$ cat config.mk
export PLATFORM = sky130hd
export DESIGN_NAME = uart_cmd_responder
export DESIGN_NICKNAME = d
export VERILOG_FILES = /design/src/rtl/uart_pkg.sv /design/src/rtl/byte_fifo.sv /design/src/rtl/uart_cmd_responder.sv
export SDC_FILE = /design/constraint.sdc
export NUM_CORES = 1
export LEC_CHECK = 0
export BUFFER_PORTS_ARGS = -buffer_cell sky130_fd_sc_hd__buf_2
export CAP_MARGIN = 25
export CORE_MARGIN = 2
export CORE_UTILIZATION = 37
export CTS_BUF_LIST = sky130_fd_sc_hd__clkbuf_8
export DETAILED_ROUTE_END_ITERATION = 8
export GPL_TIMING_DRIVEN = 0
export SYNTH_ARGS = -nofsm -noshare
export SYNTH_HDL_FRONTEND = slang
export SYNTH_SLANG_ARGS = --single-unit
$ cat constraint.sdc
create_clock -name i_clk -period 2.6 [get_ports i_clk]
set_input_delay 0.52 -clock i_clk [delete_from_list [all_inputs] [get_ports i_clk]]
set_output_delay 0.52 -clock i_clk [all_outputs]
set_load 0.02 [all_outputs]
$ cat src/rtl/uart_pkg.sv
// Shared constants for the UART command responder.
// Holds the command/reply byte values and the 3-bit FSM state codes.
package uart_pkg;

  localparam logic [7:0] CMD_PING = 8'h50;
  localparam logic [7:0] CMD_RAND = 8'h52;
  localparam logic [7:0] RSP_OK   = 8'h4B;
  localparam logic [7:0] RSP_ERR  = 8'h3F;

  localparam logic [2:0] S_IDLE      = 3'd0;
  localparam logic [2:0] S_GET_CNT   = 3'd1;
  localparam logic [2:0] S_LOAD      = 3'd2;
  localparam logic [2:0] S_ISSUE     = 3'd3;
  localparam logic [2:0] S_WAIT_DONE = 3'd4;
  localparam logic [2:0] S_RELEASE   = 3'd5;

  // Where the next reply byte comes from.
  typedef enum logic {SRC_REG = 1'b0, SRC_FIFO = 1'b1} src_t;

endpackage

$ cat src/rtl/byte_fifo.sv
// First-word-fall-through byte FIFO that buffers TRNG output.
// The head byte is visible on o_dout whenever o_empty is low.
module byte_fifo #(
  parameter int DEPTH = 16
) (
  input  logic       i_clk,
  input  logic       i_rst_n,
  input  logic       i_push,
  input  logic [7:0] i_din,
  input  logic       i_pop,
  output logic [7:0] o_dout,
  output logic       o_full,
  output logic       o_empty
);

  localparam int AW = $clog2(DEPTH);

  logic [7:0]    mem [DEPTH];
  logic [AW-1:0] wr_ptr;
  logic [AW-1:0] rd_ptr;
  logic [AW:0]   count;
  logic          do_push;
  logic          do_pop;

  assign do_push = i_push && !o_full;
  assign do_pop  = i_pop && !o_empty;
  assign o_full  = (count == (AW+1)'(DEPTH));
  assign o_empty = (count == '0);
  assign o_dout  = mem[rd_ptr];

  // Storage needs no reset; only the pointers define what is valid.
  always_ff @(posedge i_clk) begin
    if (do_push) mem[wr_ptr] <= i_din;
  end

  always_ff @(posedge i_clk or negedge i_rst_n) begin
    if (!i_rst_n) begin
      wr_ptr <= '0;
      rd_ptr <= '0;
      count  <= '0;
    end else begin
      if (do_push) wr_ptr <= wr_ptr + 1'b1;
      if (do_pop)  rd_ptr <= rd_ptr + 1'b1;
      case ({do_push, do_pop})
        2'b10:   count <= count + 1'b1;
        2'b01:   count <= count - 1'b1;
        default: count <= count;
      endcase
    end
  end

endmodule

$ cat src/rtl/uart_cmd_responder.sv
// Decodes host command bytes from the UART receiver and streams replies to the
// transmitter one byte at a time; random bytes come from a TRNG-fed FIFO.
module uart_cmd_responder
  import uart_pkg::*;
#(
  parameter int FIFO_DEPTH  = 16,
  parameter int CMD_TIMEOUT = 43500
) (
  input  logic       i_clk,
  input  logic       i_rst_n,
  input  logic       i_RX_DV,
  input  logic [7:0] i_RX_Byte,
  input  logic       i_rnd_valid,
  input  logic [7:0] i_rnd_byte,
  output logic       o_rnd_ready,
  output logic       o_TX_DV,
  output logic [7:0] o_TX_Byte,
  input  logic       i_TX_Active,
  input  logic       i_TX_Done,
  output logic       o_busy,
  output logic       o_err
);

  localparam int            TW           = $clog2(CMD_TIMEOUT);
  localparam logic [TW-1:0] TIMEOUT_LAST = TW'(CMD_TIMEOUT - 1);

  logic [2:0]    state, state_next;
  logic [7:0]    reply_reg, reply_next;
  logic [8:0]    remaining, remaining_next;
  src_t          src, src_next;
  logic [TW-1:0] timer, timer_next;
  logic [7:0]    tx_byte_next;
  logic          tx_dv_next;
  logic          err_next;
  logic          fifo_pop;
  logic          fifo_full;
  logic          fifo_empty;
  logic [7:0]    fifo_dout;

  byte_fifo #(.DEPTH(FIFO_DEPTH)) u_fifo (
    .i_clk   (i_clk),
    .i_rst_n (i_rst_n),
    .i_push  (i_rnd_valid),
    .i_din   (i_rnd_byte),
    .i_pop   (fifo_pop),
    .o_dout  (fifo_dout),
    .o_full  (fifo_full),
    .o_empty (fifo_empty)
  );

  assign o_rnd_ready = !fifo_full;
  assign o_busy      = (state != S_IDLE);

  always_ff @(posedge i_clk or negedge i_rst_n) begin
    if (!i_rst_n) begin
      state     <= S_IDLE;
      reply_reg <= 8'h00;
      remaining <= 9'd0;
      src       <= SRC_REG;
      timer     <= '0;
      o_TX_Byte <= 8'h00;
      o_TX_DV   <= 1'b0;
      o_err     <= 1'b0;
    end else begin
      state     <= state_next;
      reply_reg <= reply_next;
      remaining <= remaining_next;
      src       <= src_next;
      timer     <= timer_next;
      o_TX_Byte <= tx_byte_next;
      o_TX_DV   <= tx_dv_next;
      o_err     <= err_next;
    end
  end

  always_comb begin
    state_next = state;
    case (state)
      S_IDLE:      if (i_RX_DV) state_next = (i_RX_Byte == CMD_RAND) ? S_GET_CNT : S_LOAD;
      S_GET_CNT: begin
        if (i_RX_DV)                    state_next = S_LOAD;
        else if (timer == TIMEOUT_LAST) state_next = S_IDLE;
      end
      S_LOAD:      if (src == SRC_REG || !fifo_empty) state_next = S_ISSUE;
      // Never hand a byte to a transmitter that is still finishing a frame.
      S_ISSUE:     if (!i_TX_Active && !i_TX_Done) state_next = S_WAIT_DONE;
      S_WAIT_DONE: if (i_TX_Done) state_next = S_RELEASE;
      S_RELEASE:   if (!i_TX_Done) state_next = (remaining == 9'd0) ? S_IDLE : S_LOAD;
      default:     state_next = S_IDLE;
    endcase
  end

  always_comb begin
    reply_next     = reply_reg;
    remaining_next = remaining;
    src_next       = src;
    timer_next     = timer;
    tx_byte_next   = o_TX_Byte;
    tx_dv_next     = 1'b0;
    err_next       = 1'b0;
    fifo_pop       = 1'b0;
    case (state)
      S_IDLE: begin
        if (i_RX_DV) begin
          if (i_RX_Byte == CMD_RAND) begin
            timer_next = '0;
          end else begin
            reply_next     = (i_RX_Byte == CMD_PING) ? RSP_OK : RSP_ERR;
            err_next       = (i_RX_Byte != CMD_PING);
            remaining_next = 9'd1;
            src_next       = SRC_REG;
          end
        end
      end
      S_GET_CNT: begin
        // A count byte of zero requests a full 256-byte burst.
        if (i_RX_DV) begin
          remaining_next = (i_RX_Byte == 8'h00) ? 9'd256 : {1'b0, i_RX_Byte};
          src_next       = SRC_FIFO;
        end else if (timer == TIMEOUT_LAST) begin
          err_next = 1'b1;
        end else begin
          timer_next = timer + 1'b1;
        end
      end
      S_LOAD: begin
        if (src == SRC_REG) begin
          tx_byte_next = reply_reg;
        end else if (!fifo_empty) begin
          tx_byte_next = fifo_dout;
          fifo_pop     = 1'b1;
        end
      end
      S_ISSUE: begin
        if (!i_TX_Active && !i_TX_Done) begin
          tx_dv_next     = 1'b1;
          remaining_next = remaining - 9'd1;
        end
      end
      default: ;
    endcase
    if (i_RX_DV && state != S_IDLE && state != S_GET_CNT) err_next = 1'b1;
  end

endmodule
Yosys cells after proc, flatten, opt, wreduce, memory -nomap -nowiden
Memory sizes are Yosys's and may differ from the RTL's.
Cells that the tools add are included.
W data, S select, Z words.
{ "totals": {"n_memories": 1, "mem_bits_rw": 128, "regBits": 60, "romBits": 0, "inputBits": 22, "latchBits": 0, "output_inout_bits": 12, "wordCells": 111} }
{ "memory_table": {"columns": ["memory", "words", "word_bits", "rd", "rd_ports_with_merged_regs", "wr", "line_no", "rtl"], "rows": [
  ["u_fifo.mem", 16, 8, 1, 0, 1, "byte_fifo.sv:18", "logic [7:0] mem [DEPTH];"]
]} }
{ "classes": {"add_sub_neg": 6, "eq_ne": 25, "n_reduce_logical": 24, "n_shift": 0, "n_mux": 42, "bitwise_logic": 2, "mul": 0, "n_lt_le_gt_ge": 0, "div_mod_pow": 0} }
{ "ops": {"columns": ["cell", "count"], "rows": [
  ["$mux W16", 4],
  ["$mux W9", 5],
  ["$pmux W16 S2", 1],
  ["$pmux W9 S3", 1],
  ["$ne A2 B2 Y1 const B", 11],
  ["$mux W3", 7],
  ["$pmux W3 S6", 1],
  ["$add A16 B1 Y16 const B", 1],
  ["$eq A16 B16 Y1 const B", 1],
  ["$eq A8 B7 Y1 const B", 2],
  ["$mux W8", 2],
  ["$mux W1", 15],
  ["$pmux W5 S2", 1],
  ["$reduce_and A5 Y1", 2],
  ["$logic_not A9 Y1", 1],
  ["$sub A9 B1 Y9 const B", 1],
  ["$add A4 B1 Y4 const B", 2],
  ["$logic_not A8 Y1", 1],
  ["$ne A8 B7 Y1 const B", 1],
  ["$mux W7", 1],
  ["$eq A3 B2 Y1 const B", 2],
  ["$eq A3 B3 Y1 const B", 2],
  ["$reduce_and A6 Y1", 1],
  ["$reduce_bool A3 Y1", 2],
  ["other kinds (20)", 31]
]} }

Longest topological paths before layout
Gate-level depths: netlist of the first run.
{ "logic_depth": {"word_depth": 7, "ltp_mapped": 13, "depth_no_buf": 12} }

Modules after synthesis
A second synthesis of the first run with hierarchy kept.
{ "unflattened": {"cells_unflattened": 598, "hier_area_um2": 8151.6} }
{ "modules_own_cells": {"columns": ["mod", "seq_area_each_um2", "area_per_inst_um2", "n_inst", "cells_per_inst"], "rows": [
  ["byte_fifo", 4169.0, 5779.3, 1, 332],
  ["uart_cmd_responder", 1051.0, 2372.3, 1, 266]
]} }

Least setup slack after synthesis of the first run
No wires, ideal clock.
{ "synth_timing": {"kind": "reg-to-reg", "startpoint": "reg u_fifo.count[1]", "endpoint": "reg u_fifo.count[4]", "stages_incl_launch_ff": 14, "synth_period_minus_slack_ns": 2.946, "t_arrival_ns": 2.866, "setup_slack_ns": -0.346, "n_path_buf": 1, "path_cell_list": "dfrtp_1 > nor4_1 > nand2_1 > and2_1 > clkbuf_1 > inv_1 > ha_1 > inv_1 > fa_1 > nor2b_1 > o21ai_0 > and3_1 > nor3_1 > xnor2_1"} }
{ "synth_via": {"elab_cells_between_ends": 15, "classes_between": "add/sub (2); eq/ne (3); mux (4); reduce/logical (6)"} }
{ "synth_lines": {"columns": ["element", "line_no", "rtl"], "rows": [
  ["from (decl)", "byte_fifo.sv:21", "logic [AW:0] count;"],
  ["from (signal assigned)", "byte_fifo.sv:45", "2'b10: count <= count + 1'b1;"],
  ["from (signal assigned)", "byte_fifo.sv:46", "2'b01: count <= count - 1'b1;"],
  ["from (signal assigned)", "byte_fifo.sv:47", "default: count <= count;"],
  ["$eq A5 B5 Y1 *", "byte_fifo.sv:27", "assign o_full = (count == (AW+1)'(DEPTH));"],
  ["$logic_not A1 Y1 *", null, null],
  ["net o_rnd_ready", "uart_cmd_responder.sv:15", "output logic o_rnd_ready,"],
  ["$logic_and A1 B1 Y1 *", "byte_fifo.sv:25", "assign do_push = i_push && !o_full;"],
  ["$eq A2 B1 Y1 / $eq A2 B2 Y1 (equally long branches)", "byte_fifo.sv:44", "case ({do_push, do_pop})"],
  ["$pmux W5 S2 / $reduce_bool A2 Y1 (equally long branches)", null, null]
]} }
Mark *: on every way through the listed nets, which the timed path passes. The rest lies on a longest branch.
A chain may end at the register's enable or synchronous reset.

Worst setup path after layout of the first run
{ "layout_timing": {"startpoint": "reg u_fifo.count[0]", "endpoint": "reg u_fifo.count[4]"} }
{ "layout_via": {"elab_chain_len": 7, "elab_cells_between_ends": 15, "classes_between": "add/sub (2); eq/ne (3); mux (4); reduce/logical (6)"} }
{ "layout_lines": {"columns": ["element", "line_no", "rtl"], "rows": [
  ["$logic_not A5 Y1", "byte_fifo.sv:28", "assign o_empty = (count == '0);"],
  ["$mux W1", "uart_cmd_responder.sv:129", "end else if (!fifo_empty) begin"],
  ["$mux W1", "uart_cmd_responder.sv:127", "if (src == SRC_REG) begin"],
  ["$mux W1", "uart_cmd_responder.sv:102", "case (state)"],
  ["$logic_and A1 B1 Y1", "byte_fifo.sv:26", "assign do_pop = i_pop && !o_empty;"],
  ["$eq A2 B1 Y1 / $eq A2 B2 Y1 (equally long branches)", "byte_fifo.sv:44", null],
  ["$pmux W5 S2 / $reduce_bool A2 Y1 (equally long branches)", null, null]
]} }
Several ways; a longest one is shown, not always the timed one.

==> impl.org, run 1 <==
** Outcome
- Outcome :: finished, final reports clean

** CTS
- Clock sink count :: 183
- The H-tree was split into 4 levels.
- Later-pin clock latency in the skew report :: 0.48 ns
- TritonCTS clock tree :: built
- In this run the clock root is driven by a clkbuf_8.
- The longest clock path from root to sink contains 2 buffers.
- The number of clock buffers added by TritonCTS is 17.
- Post-CTS clock slew at the launch and capture registers of the worst setup and hold paths :: 0.10 ns

** Floorplanning
- Die extent in y :: 151 um
- During I/O placement, the number of pins put on the boundary was 34.
- After floorplanning, the core was sized to cover 21100 um^2.
- After floorplanning, the core was divided into 53 placement rows.
- Initial cell density of the core :: 37.9%
- Total die area :: 22800 um^2
- The die is 151 um wide.

** Critical path
- At the worst endpoint, the required time is 2.99 ns.
- STA classifies the critical path endpoint as a flip-flop.
- Largest fanout of any net on the critical path :: 4
- Worst Path Class, Setup :: flip-flop to flip-flop
- The worst setup path is launched from a flip-flop.
- Critical Path AT :: 2.87 ns

** Synthesis
- Count of unique library cells instantiated by Yosys :: 60
- When the netlist entered floorplanning its net count stood at 556.
- Summing every instance area after synthesis gives 7990 um^2.
- Proportion of synthesized chip area in sequential cells :: 65.3%
- Yosys warning count :: 0
- Number of synthesized flops with an enable pin :: 128
- Synthesis handed over a netlist of 522 instances.
- Most frequently used flop master after synthesis :: edfxtp_1
- #FFs+latches synth :: 183
- Averaged over all synthesized cells, the footprint is 15.3 um^2.
- After synthesis, the share of flip-flops with an asynchronous set or reset is 30.1%.

** Finish
- Summing all multi-input logic gate instances after layout gives 2660 um^2.
- Cells with a size suffix above 1 make up 24.7% of the layout.
- Commonest cells after routing, fill and taps aside :: edfxtp_1, dfrtp_1, buf_2
- The finished cells cover 9140 um^2.
- Ant. Diodes :: 0
- The final layout contains 620 nets.
- The register with the most flip-flops in the layout has 128 of them.
- The finished layout holds 874 standard cells, fillers aside.
- Sequential Area :: 5220 um^2
- Filler instances :: 1869
- In the final layout, the registers with the most flip-flops are u_fifo.mem x128, timer x16, remaining x9.
- u_fifo.mem holds more flip-flops than any other register.
- Area Growth Syn to Fin :: 14.4%
- Utilization after layout :: 43.3%
- Most common library cell in the layout ignoring fill and taps :: edfxtp_1

** Placed design
- Number of buffers added on ports :: 33
- Global placement routability congestion :: 0.859
- Hpwl dp :: 11600 um
- The number of placed instances, taps included, is 831.
- Cell Area, Placed :: 8600 um^2
- Prior to clock tree synthesis, the placed netlist has a worst setup slack of -0.357 ns.

** Detailed routing
- Number of search-and-repair iterations in the first detailed-routing pass :: 4
- Total routed wirelength :: 17000 um
- Avg WL per Cell :: 19.5 um
- Summing over every cut layer, the via total after detailed routing is 4737.
- Vias per std cell :: 5.42
- In this run the remaining antenna-violating nets after routing total 0.
- In this run, the number of DRC markers left after iteration 0 of detailed routing was 288.
- After detailed routing, the number of remaining DRC violations is 0.

** Pwr
- Summing internal, switching and leakage power gives 9.04 mW.
- Largest vdd supply drop :: 0.417 mV
- Pwr/cell area :: 989 nW/um^2
- Leakage :: 3.22 nW

** Global route
- After global routing the overflow that remains totals 0.
- The first global-routing pass estimated 26200 um of wire.
- Initial antenna violation count :: 0
- Largest net degree at the start of global routing :: 36
- Vias in the first global route :: 4812
- Total global routing track utilization :: 15.5%

** Timing
- Period utilisation layout :: 95.5%
- Setup slack of the critical path after layout :: 0.116 ns
- The number of hold-slack violations in the final timing report was 0.
- After routing, the total negative slack on setup checks comes to 0 ns.
- Final setup violation count :: 0
- Worst-margin pin slew :: 1.05 ns
- Final slew viol count :: 0
- Time the worst path needs with I/O delays and setup :: 2.48 ns
- Unrepaired setup endpoints after global routing :: true
- Tightest slew margin relative to the limit :: 29.8%
- Static timing analysis puts the maximum clock frequency at 403 MHz.
- For the final database, setup skew stands at 0.0256 ns.
- Hold WS :: 0.255 ns

** Run
- Max-cap check violation count :: 0

** Worst hold path
- The worst hold path belongs to the class input port to flip-flop.
logic make-up after synthesis:
family	after synthesis	synth area share, %
DFF	183	65.3
and+or+nand+nor	141	9.68
AOI/OAI and AO/OA	84	6.91
buffers and inverters	41	2.35
muxes	41	11.6
xor gates and xnor gates	20	2.19
adders and majority gates	12	1.97
critical path: stages, from the launching register on:
cell,delay (ns)
dfrtp_2,0.45
nor4_4,0.29
buf_6,0.16
nand2_4,0.05
and2_4,0.17
inv_4,0.05
ha_4,0.15
inv_4,0.04
fa_2,0.36
nor2b_1,0.12
o21ai_1,0.09
and3_1,0.16
nor3_2,0.17
xnor2_1,0.13
power breakdown:
part | switching [mW] | leakage [nW] | total [mW] | internal [mW]
Combinational | 1.78 | 1.16 | 3.17 | 1.39
Sequential | 0.262 | 1.85 | 3.85 | 3.58
Clock | 1.25 | 0.218 | 2.02 | 0.776
Total | 3.29 | 3.22 | 9.04 | 5.75
synth_stat cells, types with 4 or more instances:
| cell | count | area, um^2 |
|---|---|---|
| a21oi_1 | 15 | 75.1 |
| a22oi_1 | 5 | 37.5 |
| a31oi_1 | 5 | 31.3 |
| and3_1 | 4 | 25.0 |
| buf_1 | 9 | 33.8 |
| buf_2 | 6 | 30.0 |
| clkbuf_1 | 7 | 26.3 |
| dfrtp_1 | 55 | 1380 |
| edfxtp_1 | 128 | 3840 |
| ha_1 | 11 | 138 |
| inv_1 | 15 | 56.3 |
| mux4_1 | 9 | 236 |
| mux4_2 | 29 | 653 |
| nand2_1 | 33 | 124 |
| nand2b_1 | 6 | 37.5 |
| nand3_1 | 8 | 40.0 |
| nand4_1 | 4 | 25.0 |
| nor2_1 | 35 | 131 |
| nor2b_1 | 5 | 31.3 |
| nor3_1 | 14 | 70.1 |
| nor4_1 | 5 | 31.3 |
| o21ai_0 | 27 | 135 |
| o221a_2 | 4 | 45.0 |
| o31ai_1 | 4 | 30.0 |
| xnor2_1 | 15 | 131 |
| xor2_1 | 5 | 43.8 |
layout make-up:
type	instances	share of cell area [%]
multi-input combinational	298	29.1
tap	275	3.76
timing repair buffer	46	3.08
clock inverter	15	2.29
inverter	15	0.698
sequential	183	57.1
clock buffer	17	2.56
buffer	25	1.41
path summary, 6_finish.rpt:
check / from / endpoint / slack, ns / cells past startpoint
worst max-delay path: u_fifo.count[0] / u_fifo.count[4] / 0.12 / 13
max in group asynchronous: i_rst_n / u_fifo.count[0] / 1.47 / 3
min in group asynchronous: i_rst_n / timer[10] / 0.54 / 2
worst max register to register: u_fifo.count[0] / u_fifo.count[4] / 0.12 / 13
worst min register to register: reply_reg[3] / reply_reg[3] / 0.48 / 1
worst min-delay path: i_TX_Active / o_TX_DV / 0.26 / 2
per-layer routing:
| metal | vias to the layer above | GRT usage, % | share of wire, % |
|---|---|---|---|
| met5 | - | 0 | 0 |
| met4 | 0 | 4.21 | 0.98 |
| met3 | 14 | 4.01 | 5.0 |
| met2 | 130 | 27.5 | 52 |
| met1 | 2426 | 18.8 | 42 |
| li1 | 2167 | - | - |
timing repair:
| item | in CTS | in global routing |
|---|---|---|
| endpoints found under the setup margin | 2 | 1 |
| pin swaps | 6 | 10 |
| setup buffers | 5 | 7 |
| endpoints found under the hold margin | 7 | 0 |
| gates resized for setup | 3 | 6 |
| hold buffers | 1 | 0 |
Note: power is estimated with default switching activity, not from simulation.
==> inputs of run 2 (changes only) <==
==> constraint.sdc (replaced) <==
create_clock -name i_clk -period 2.3 [get_ports i_clk]
set_input_delay 0.46 -clock i_clk [delete_from_list [all_inputs] [get_ports i_clk]]
set_output_delay 0.46 -clock i_clk [all_outputs]
set_load 0.02 [all_outputs]
==> run 2 against run 1 <==
Against the previous run:
- the flow now finishes with violations (setup timing)
- clock skew down 0.0056 ns
- first-iteration DRC count up 1.7%
- final area up 1.2%
- total power up 15%
- global-route usage up 0.55 points
- critical path type unchanged
- largest cell class unchanged
==> impl.org, run 2 (synthesis results as in run 1) <==
** Timing
- Hold WS :: 0.195 ns (was 0.255 ns)
- Max Clock Skew :: 0.0200 ns (was 0.0256 ns)
- Unrepaired setup endpoints after global routing :: true (unchanged)
- Time the worst path needs with I/O delays and setup :: 2.43 ns (was 2.48 ns)
- The ratio of final minimum period to clock period is 106% (was 95.5%).
- Final hold violation count :: 0 (unchanged)
- Setup slack of the critical path after layout :: -0.127 ns (was 0.116 ns)
- Final setup violation count :: 1 (was 0)
- The transition time at the pin with the least slew margin was 1.03 ns (was 1.05 ns).
- Final slew viol count :: 0 (unchanged)
- Tightest slew margin relative to the limit :: 30.8% (was 29.8%)
- The final-layout setup total negative slack came to -0.127 ns (was 0 ns).
- Maximum operating frequency :: 412 MHz (was 403 MHz)

** Placed design
- Cell total after placement :: 835 (was 831)
- The placer's final routability congestion estimate is 0.845 (was 0.859).
- The detailed placer's ending HPWL came to 11900 um (was 11600 um).
- Number of buffers added on ports :: 33 (unchanged)
- The post-placement setup slack is -0.591 ns (was -0.357 ns).
- The post-placement cell area came to 8650 um^2 (was 8600 um^2).

** CTS
- The library cell used as clock root buffer is clkbuf_8 (unchanged).
- The worst-case clock buffer depth came to 2 (unchanged).
- The clock tree from TritonCTS was built (unchanged).
- Later-pin clock latency in the skew report :: 0.48 ns (about the same)
- Number of levels in the clock H-tree :: 4 (unchanged)
- Clock sink count :: 183 (unchanged)
- Post-CTS clock slew at the launch and capture registers of the worst setup and hold paths :: 0.11 ns (was 0.10 ns)
- TritonCTS Buffers :: 17 (unchanged)

** Critical path
- Type of element capturing the critical path :: flip-flop (unchanged)
- Worst Path Class, Setup :: flip-flop to flip-flop (unchanged)
- Critical Path AT :: 2.83 ns (was 2.87 ns)
- Largest fanout of any net on the critical path :: 4 (unchanged)
- R2R depth :: 12 (was 13)
- The kind of start point of the critical path is a flip-flop (unchanged).
- The data required time at the worst endpoint is 2.70 ns (was 2.99 ns).

** Global route
- Total global routing track utilization :: 16.1% (was 15.5%)
- Global-route congestion overflow total :: 0 (unchanged)
- Global-route wire length before repair :: 27000 um (was 26200 um)
- Largest net degree at the start of global routing :: 29 (was 36)
- The number of global-route vias before repair was 4817 (was 4812).
- The number of antenna violations at the first check in global routing was 0 (unchanged).

** Finish
- Finished Layout Cells :: 881 (was 874)
- Max FFs per register :: 128 (unchanged)
- The final antenna diode count came to 0 (unchanged).
- Final Instance Area :: 9260 um^2 (was 9140 um^2)
- Fraction of layout cells with a size suffix above 1 :: 27.9% (was 24.7%)
- Registers with the most flip-flops: u_fifo.mem x128, timer x16, remaining x9 (unchanged).
- The register with the most flip-flops is u_fifo.mem (unchanged).
- Utilization after layout :: 43.9% (was 43.3%)
- The layout overhead on the synthesized area was 15.8% (was 14.4%).
- Most common library cell in the layout ignoring fill and taps :: edfxtp_1 (unchanged)
- Commonest cells after routing, fill and taps aside :: edfxtp_1, dfrtp_1, buf_2 (unchanged)
- Net total in the final layout :: 627 (was 620)

** Outcome
- Outcome :: finished, violations left (was finished, final reports clean)
- The checks that failed: setup timing.

** Detailed routing
- Number of search-and-repair iterations in the first detailed-routing pass :: 5 (was 4)
- DRC Markers :: 0 (unchanged)
- The antenna violation net count after detailed routing is 0 (unchanged).
- The routed via count was 4843 (was 4737).
- Vias per std cell :: 5.50 (was 5.42)
- The wire length per cell after detailed routing came to 19.9 um (was 19.5 um).
- Initial detailed-routing violation count :: 293 (was 288)
- The wire length reported by the detailed router was 17500 um (was 17000 um).

** Pwr
- Pwr/cell area :: 1120 nW/um^2 (was 989 nW/um^2)
- The post-route total power is 10.4 mW (was 9.04 mW).
- Largest vdd supply drop :: 0.499 mV (was 0.417 mV)
- The static leakage power was 3.27 nW (was 3.22 nW).

** Floorplanning
- The count of pins on the block boundary came to 34 (unchanged).
- Die width :: 151 um (unchanged)
- The placeable core region was 21100 um^2 (unchanged).
- The die footprint was 22800 um^2 (unchanged).
- Die extent in y :: 151 um (unchanged)
- The row count came to 53 (unchanged).
- Initial cell density of the core :: 37.9% (unchanged)

** Worst hold path
- The hold-critical path depth is 2 (unchanged).
- The worst hold-check path type is input port to flip-flop (unchanged).

** Run
- The max-cap violation count was 0 (unchanged).
[run 2: critical path, cell delays in order (launching register included)]
cell and delay, ns:
dfrtp_1 0.42, nor4_4 0.26, buf_4 0.17, a311oi_4 0.12, nand2_4 0.12, inv_4 0.05
ha_4 0.17, ha_1 0.32, nor2b_1 0.15, o21ai_1 0.17, a21oi_1 0.10, nor3_2 0.17
xnor2_1 0.13
[run 2: per-layer routing]
metal	share of wire, %	routed length, um	vias up	track usage, %
li1	-	-	2181	-
met1	42	7360	2491	20.1
met2	52	9070	150	28.1
met3	4.9	867	21	3.70
met4	1.4	237	0	4.58
met5	0	0	-	0
[run 2: path summary, 6_finish.rpt]
kind,from,endpoint,slack (ns)
max,u_fifo.count[2],u_fifo.count[4],-0.13
min,i_TX_Active,o_TX_DV,0.19
max reg2reg,u_fifo.count[2],u_fifo.count[4],-0.13
min reg2reg,reply_reg[3],reply_reg[3],0.49
max in group asynchronous,i_rst_n,state[2],1.17
min in group asynchronous,i_rst_n,timer[10],0.53
[run 2: where the power goes]
part / switching, mW / total, mW / internal [mW] / leakage, nW
Clock: 1.41 / 2.28 / 0.875 / 0.218
Sequential: 0.291 / 4.34 / 4.05 / 1.85
Combinational: 2.08 / 3.73 / 1.65 / 1.21
Total: 3.78 / 10.4 / 6.57 / 3.27
[run 2: final cells by class]
cell class / count / area [um^2]
Timing Repair Buffer: 54 / 353
Clock inverter: 15 / 211
Sequential cell: 183 / 5220
Clock buffer: 17 / 234
Multi-Input combinational cell: 298 / 2690
Buffer: 24 / 138
Tap cell: 275 / 344
Inverter: 15 / 63.8
Fill cell: 1860 / 11800
[run 2: what timing repair did]
item                                    4_1_cts  5_1_grt
resized for setup                             7       17
endpoints found under the setup margin       17       66
hold buffers                                  1        0
pin swaps                                     9        5
endpoints found under the hold margin         7        0
buffers inserted                              9        6
==> inputs of run 3 (changes only) <==
--- a/config.mk
+++ b/config.mk
@@ -9,7 +9,7 @@
 export CAP_MARGIN = 25
 export CORE_MARGIN = 2
 export CORE_UTILIZATION = 37
-export CTS_BUF_LIST = sky130_fd_sc_hd__clkbuf_8
+export CTS_BUF_LIST = sky130_fd_sc_hd__clkbuf_4
 export DETAILED_ROUTE_END_ITERATION = 8
 export GPL_TIMING_DRIVEN = 0
 export SYNTH_ARGS = -nofsm -noshare
==> run 3 against run 2 <==
Against the previous run:
- the flow still finishes with violations (setup timing)
- via count decreased by 0.83%
- utilization down 0.37 points
- clock power fell by 16%
- global-route usage decreased by 0.22 points
- final area fell by 0.84%
- clock skew grew 0.0082 ns
- total power fell by 3.5%
- clock-buffer cell count did not move
- die area is the same
- routed wire length decreased by 0.94%
- hold slack got worse by 0.11 ns
- register-to-register slack lost 0.02 ns
- critical path type unchanged
- largest cell class unchanged
==> impl.org, run 3 (synthesis results as in run 1) <==
** Timing
- Final hold violation count :: 0 (unchanged)
- The final-layout setup total negative slack is -0.242 ns (was -0.127 ns).
- Max Clock Skew :: 0.0282 ns (was 0.0200 ns)
- The transition time at the pin with the least slew margin was 1.02 ns (was 1.03 ns).
- Hold WS :: 0.0877 ns (was 0.195 ns)
- Setup slack of the critical path after layout :: -0.148 ns (was -0.127 ns)
- Tightest slew margin relative to the limit :: 31.8% (was 30.8%)
- Unrepaired setup endpoints after global routing: true (unchanged).
- Final slew viol count :: 0 (unchanged)
- The number of failing setup endpoints in the final timing report is 2 (was 1).
- Maximum operating frequency :: 409 MHz (was 412 MHz)
- The minimum clock period was 2.45 ns (was 2.43 ns).
- The ratio of final minimum period to clock period was 106% (about the same).

** CTS
- Later-pin clock latency in the skew report :: 0.59 ns (was 0.48 ns)
- Max Root-Sink Buffers :: 2 (unchanged)
- Post-CTS clock slew at the launch and capture registers of the worst setup and hold paths :: 0.17 ns (was 0.11 ns)
- The number of clock buffers inserted by TritonCTS was 17 (unchanged).
- Number of levels in the clock H-tree :: 4 (unchanged)
- TritonCTS clock tree :: built (unchanged)
- Clock tree root buffer cell :: clkbuf_4 (was clkbuf_8)
- Clock sink count :: 183 (unchanged)

** Finish
- The most common library cell in the layout ignoring fill and taps is edfxtp_1 (unchanged).
- Commonest cells after routing, fill and taps aside: edfxtp_1, dfrtp_1, buf_2 (unchanged).
- Ant. Diodes :: 0 (unchanged)
- Max FFs per register :: 128 (unchanged)
- Registers with the most flip-flops: u_fifo.mem x128, timer x16, remaining x9 (unchanged).
- The register with the most flip-flops is u_fifo.mem (unchanged).
- The number of fillers in the final layout came to 1871 (was 1860).
- Net total in the final layout :: 630 (was 627)
- Fraction of layout cells with a size suffix above 1 :: 28.6% (was 27.9%)
- The final cell utilization of the core is 43.5% (was 43.9%).
- The layout overhead on the synthesized area came to 14.9% (was 15.8%).

** Pwr
- The combinational fraction of design power is 37.3% (was 36.0%).
- Total power :: 9.99 mW (was 10.4 mW)
- The worst supply voltage drop on vdd was 0.627 mV (was 0.499 mV).
- The reported net switching power is 3.71 mW (was 3.78 mW).
- The sequential share of power came to 43.6% (was 41.9%).
- Leakage :: 3.24 nW (was 3.27 nW)
- The clock group share of total power is 19.1% (was 22.1%).
- Sw frac :: 37.1% (was 36.5%)
- The power per cell area was 1090 nW/um^2 (was 1120 nW/um^2).
- The internal power was 6.28 mW (was 6.57 mW).

** Detailed routing
- DR vias :: 4803 (was 4843)
- The number of design-rule violations left by the first detailed-router iteration is 319 (was 293).
- Total routed wirelength :: 17400 um (was 17500 um)
- Number of search-and-repair iterations in the first detailed-routing pass :: 5 (unchanged)
- Avg WL per Cell :: 19.7 um (was 19.9 um)
- The antenna violation net count after detailed routing was 0 (unchanged).
- Vias per std cell :: 5.43 (was 5.50)
- The detailed-route DRC error count is 0 (unchanged).

** Critical path
- The cell with the largest stage delay on the worst path was dfrtp_1 (unchanged).
- Worst Path Class, Setup :: flip-flop to flip-flop (unchanged)
- The number of buffer and inverter instances along the worst setup path was 2 (unchanged).
- Series of cell instances along the critical path: nor4_4 > buf_4 > a311oi_4 > nand2_4 > inv_4 > ha_4 > ha_1 > nor2b_1 > o21ai_1 > a21oi_1 > nor3_2 > xnor2_1 (unchanged).
- Crit path launch type :: flip-flop (unchanged)
- Maximum single-stage delay on the critical path :: 0.44 ns (was 0.42 ns)
- Reg2Reg Setup Slack :: -0.15 ns (was -0.13 ns)
- The launch instance of the worst register-to-register path is u_fifo.count[2] (unchanged).
- The worst reg-to-reg path cell count came to 12 (unchanged).
- Critical Path AT :: 2.97 ns (was 2.83 ns)
- The endpoint class of the critical path is a flip-flop (unchanged).
- Largest fanout of any net on the critical path :: 4 (unchanged)
- Crit path required time :: 2.82 ns (was 2.70 ns)
- The cell class contributing the biggest share of worst-path delay was simple AND/OR/NAND/NOR gates (unchanged).
- The reg-to-reg critical path endpoint is u_fifo.count[4] (unchanged).

** Global route
- The first-pass GRT wire length came to 26800 um (was 27000 um).
- Largest net degree at the start of global routing :: 29 (unchanged)
- Global-route congestion overflow total :: 0 (unchanged)
- Initial antenna violation count :: 0 (unchanged)
- Vias in the first global route :: 4803 (was 4817)
- The overall fraction of global-route tracks in use came to 15.9% (was 16.1%).

** Floorplanning
- Die extent in y :: 151 um (unchanged)
- Total die area :: 22800 um^2 (unchanged)
- The placeable core region came to 21100 um^2 (unchanged).
- The count of pins on the block boundary is 34 (unchanged).
- The horizontal die dimension is 151 um (unchanged).
- Number of rows in the core area :: 53 (unchanged)
- The effective utilization at floorplan was 37.9% (unchanged).

** Placed design
- Worst slack, placed :: -0.591 ns (unchanged)
- The placer's final routability congestion estimate is 0.845 (unchanged).
- The detailed placer's ending HPWL came to 11900 um (unchanged).
- Number of buffers added on ports :: 33 (unchanged)

** Outcome
- Outcome :: finished, violations left (unchanged)
- Failing checks :: setup timing (unchanged)

** Worst hold path
- Startpoint of the lowest-slack hold path :: i_TX_Active (unchanged)
- Worst Hold End :: o_TX_DV (unchanged)
- Worst Hold Class :: input port to flip-flop (unchanged)
- Hold path depth :: 2 (unchanged)

** Run
- The max-cap violation count is 0 (unchanged).
[run 3: cell count changes in the layout (fill, tap and decap cells not counted), sizes merged]
cell	change
clkbuf	-1
buf	+4
[run 3: routing by layer]
| metal | up-vias | GRT usage [%] | part of all wire (%) |
|---|---|---|---|
| li1 | 2186 | - | - |
| met1 | 2467 | 19.9 | 42 |
| met2 | 133 | 28.0 | 51 |
| met3 | 17 | 3.83 | 5.6 |
| met4 | 0 | 3.32 | 1.2 |
| met5 | - | 0 | 0 |
[run 3: worst max path at each step]
stage | start | to | slack [ns] | cells after the start
2_1_floorplan | u_fifo.count[0] | u_fifo.count[4] | -0.24 | 13
3_3_place_gp | src | u_fifo.count[4] | -0.54 | 12
3_5_place_dp | src | u_fifo.count[4] | -0.59 | 12
4_1_cts | u_fifo.count[3] | u_fifo.count[4] | -0.17 | 13
5_1_grt | u_fifo.count[1] | u_fifo.count[4] | -0.27 | 13
6_report | u_fifo.count[2] | u_fifo.count[4] | -0.15 | 12
[run 3: power groups by stage]
| stage | Combinational (mW) | Sequential [mW] | Clock [mW] |
|---|---|---|---|
| finish | 3.72 | 4.35 | 1.91 |
| global placement | 3.38 | 4.38 | 0 |
| global route | 4.06 | 4.42 | 2.09 |
| detailed placement | 3.52 | 4.41 | 0 |
| CTS | 3.63 | 4.35 | 1.95 |
| floorplan | 2.46 | 4.40 | 0 |
[run 3: metrics by stage]
step / instance area [um^2] / std cells
after CTS: 9080 / 877
after global routing: 9180 / 884
after global placement: 8560 / 830
after detailed placement: 8650 / 835
final: 9180 / 884
after floorplan: 8050 / 522
[run 3: area by class of cell]
cell class	instances	area (um^2)	share of cell area, %
multi-input cells	298	2690	29.3
flip-flops and latches	183	5220	56.9
clock inverters	15	211	2.30
well taps	275	344	3.75
inverters	15	63.8	0.695
clock buffers	17	128	1.39
plain buffers	23	131	1.43
repair buffers	58	387	4.21
[run 3: what timing repair did]
action | CTS | global route
buffers inserted | 11 | 8
hold buffers | 1 | 0
hold endpoints to repair | 27 | 0
setup endpoints to repair | 12 | 67
gates resized for setup | 10 | 16
pin swaps | 9 | 4
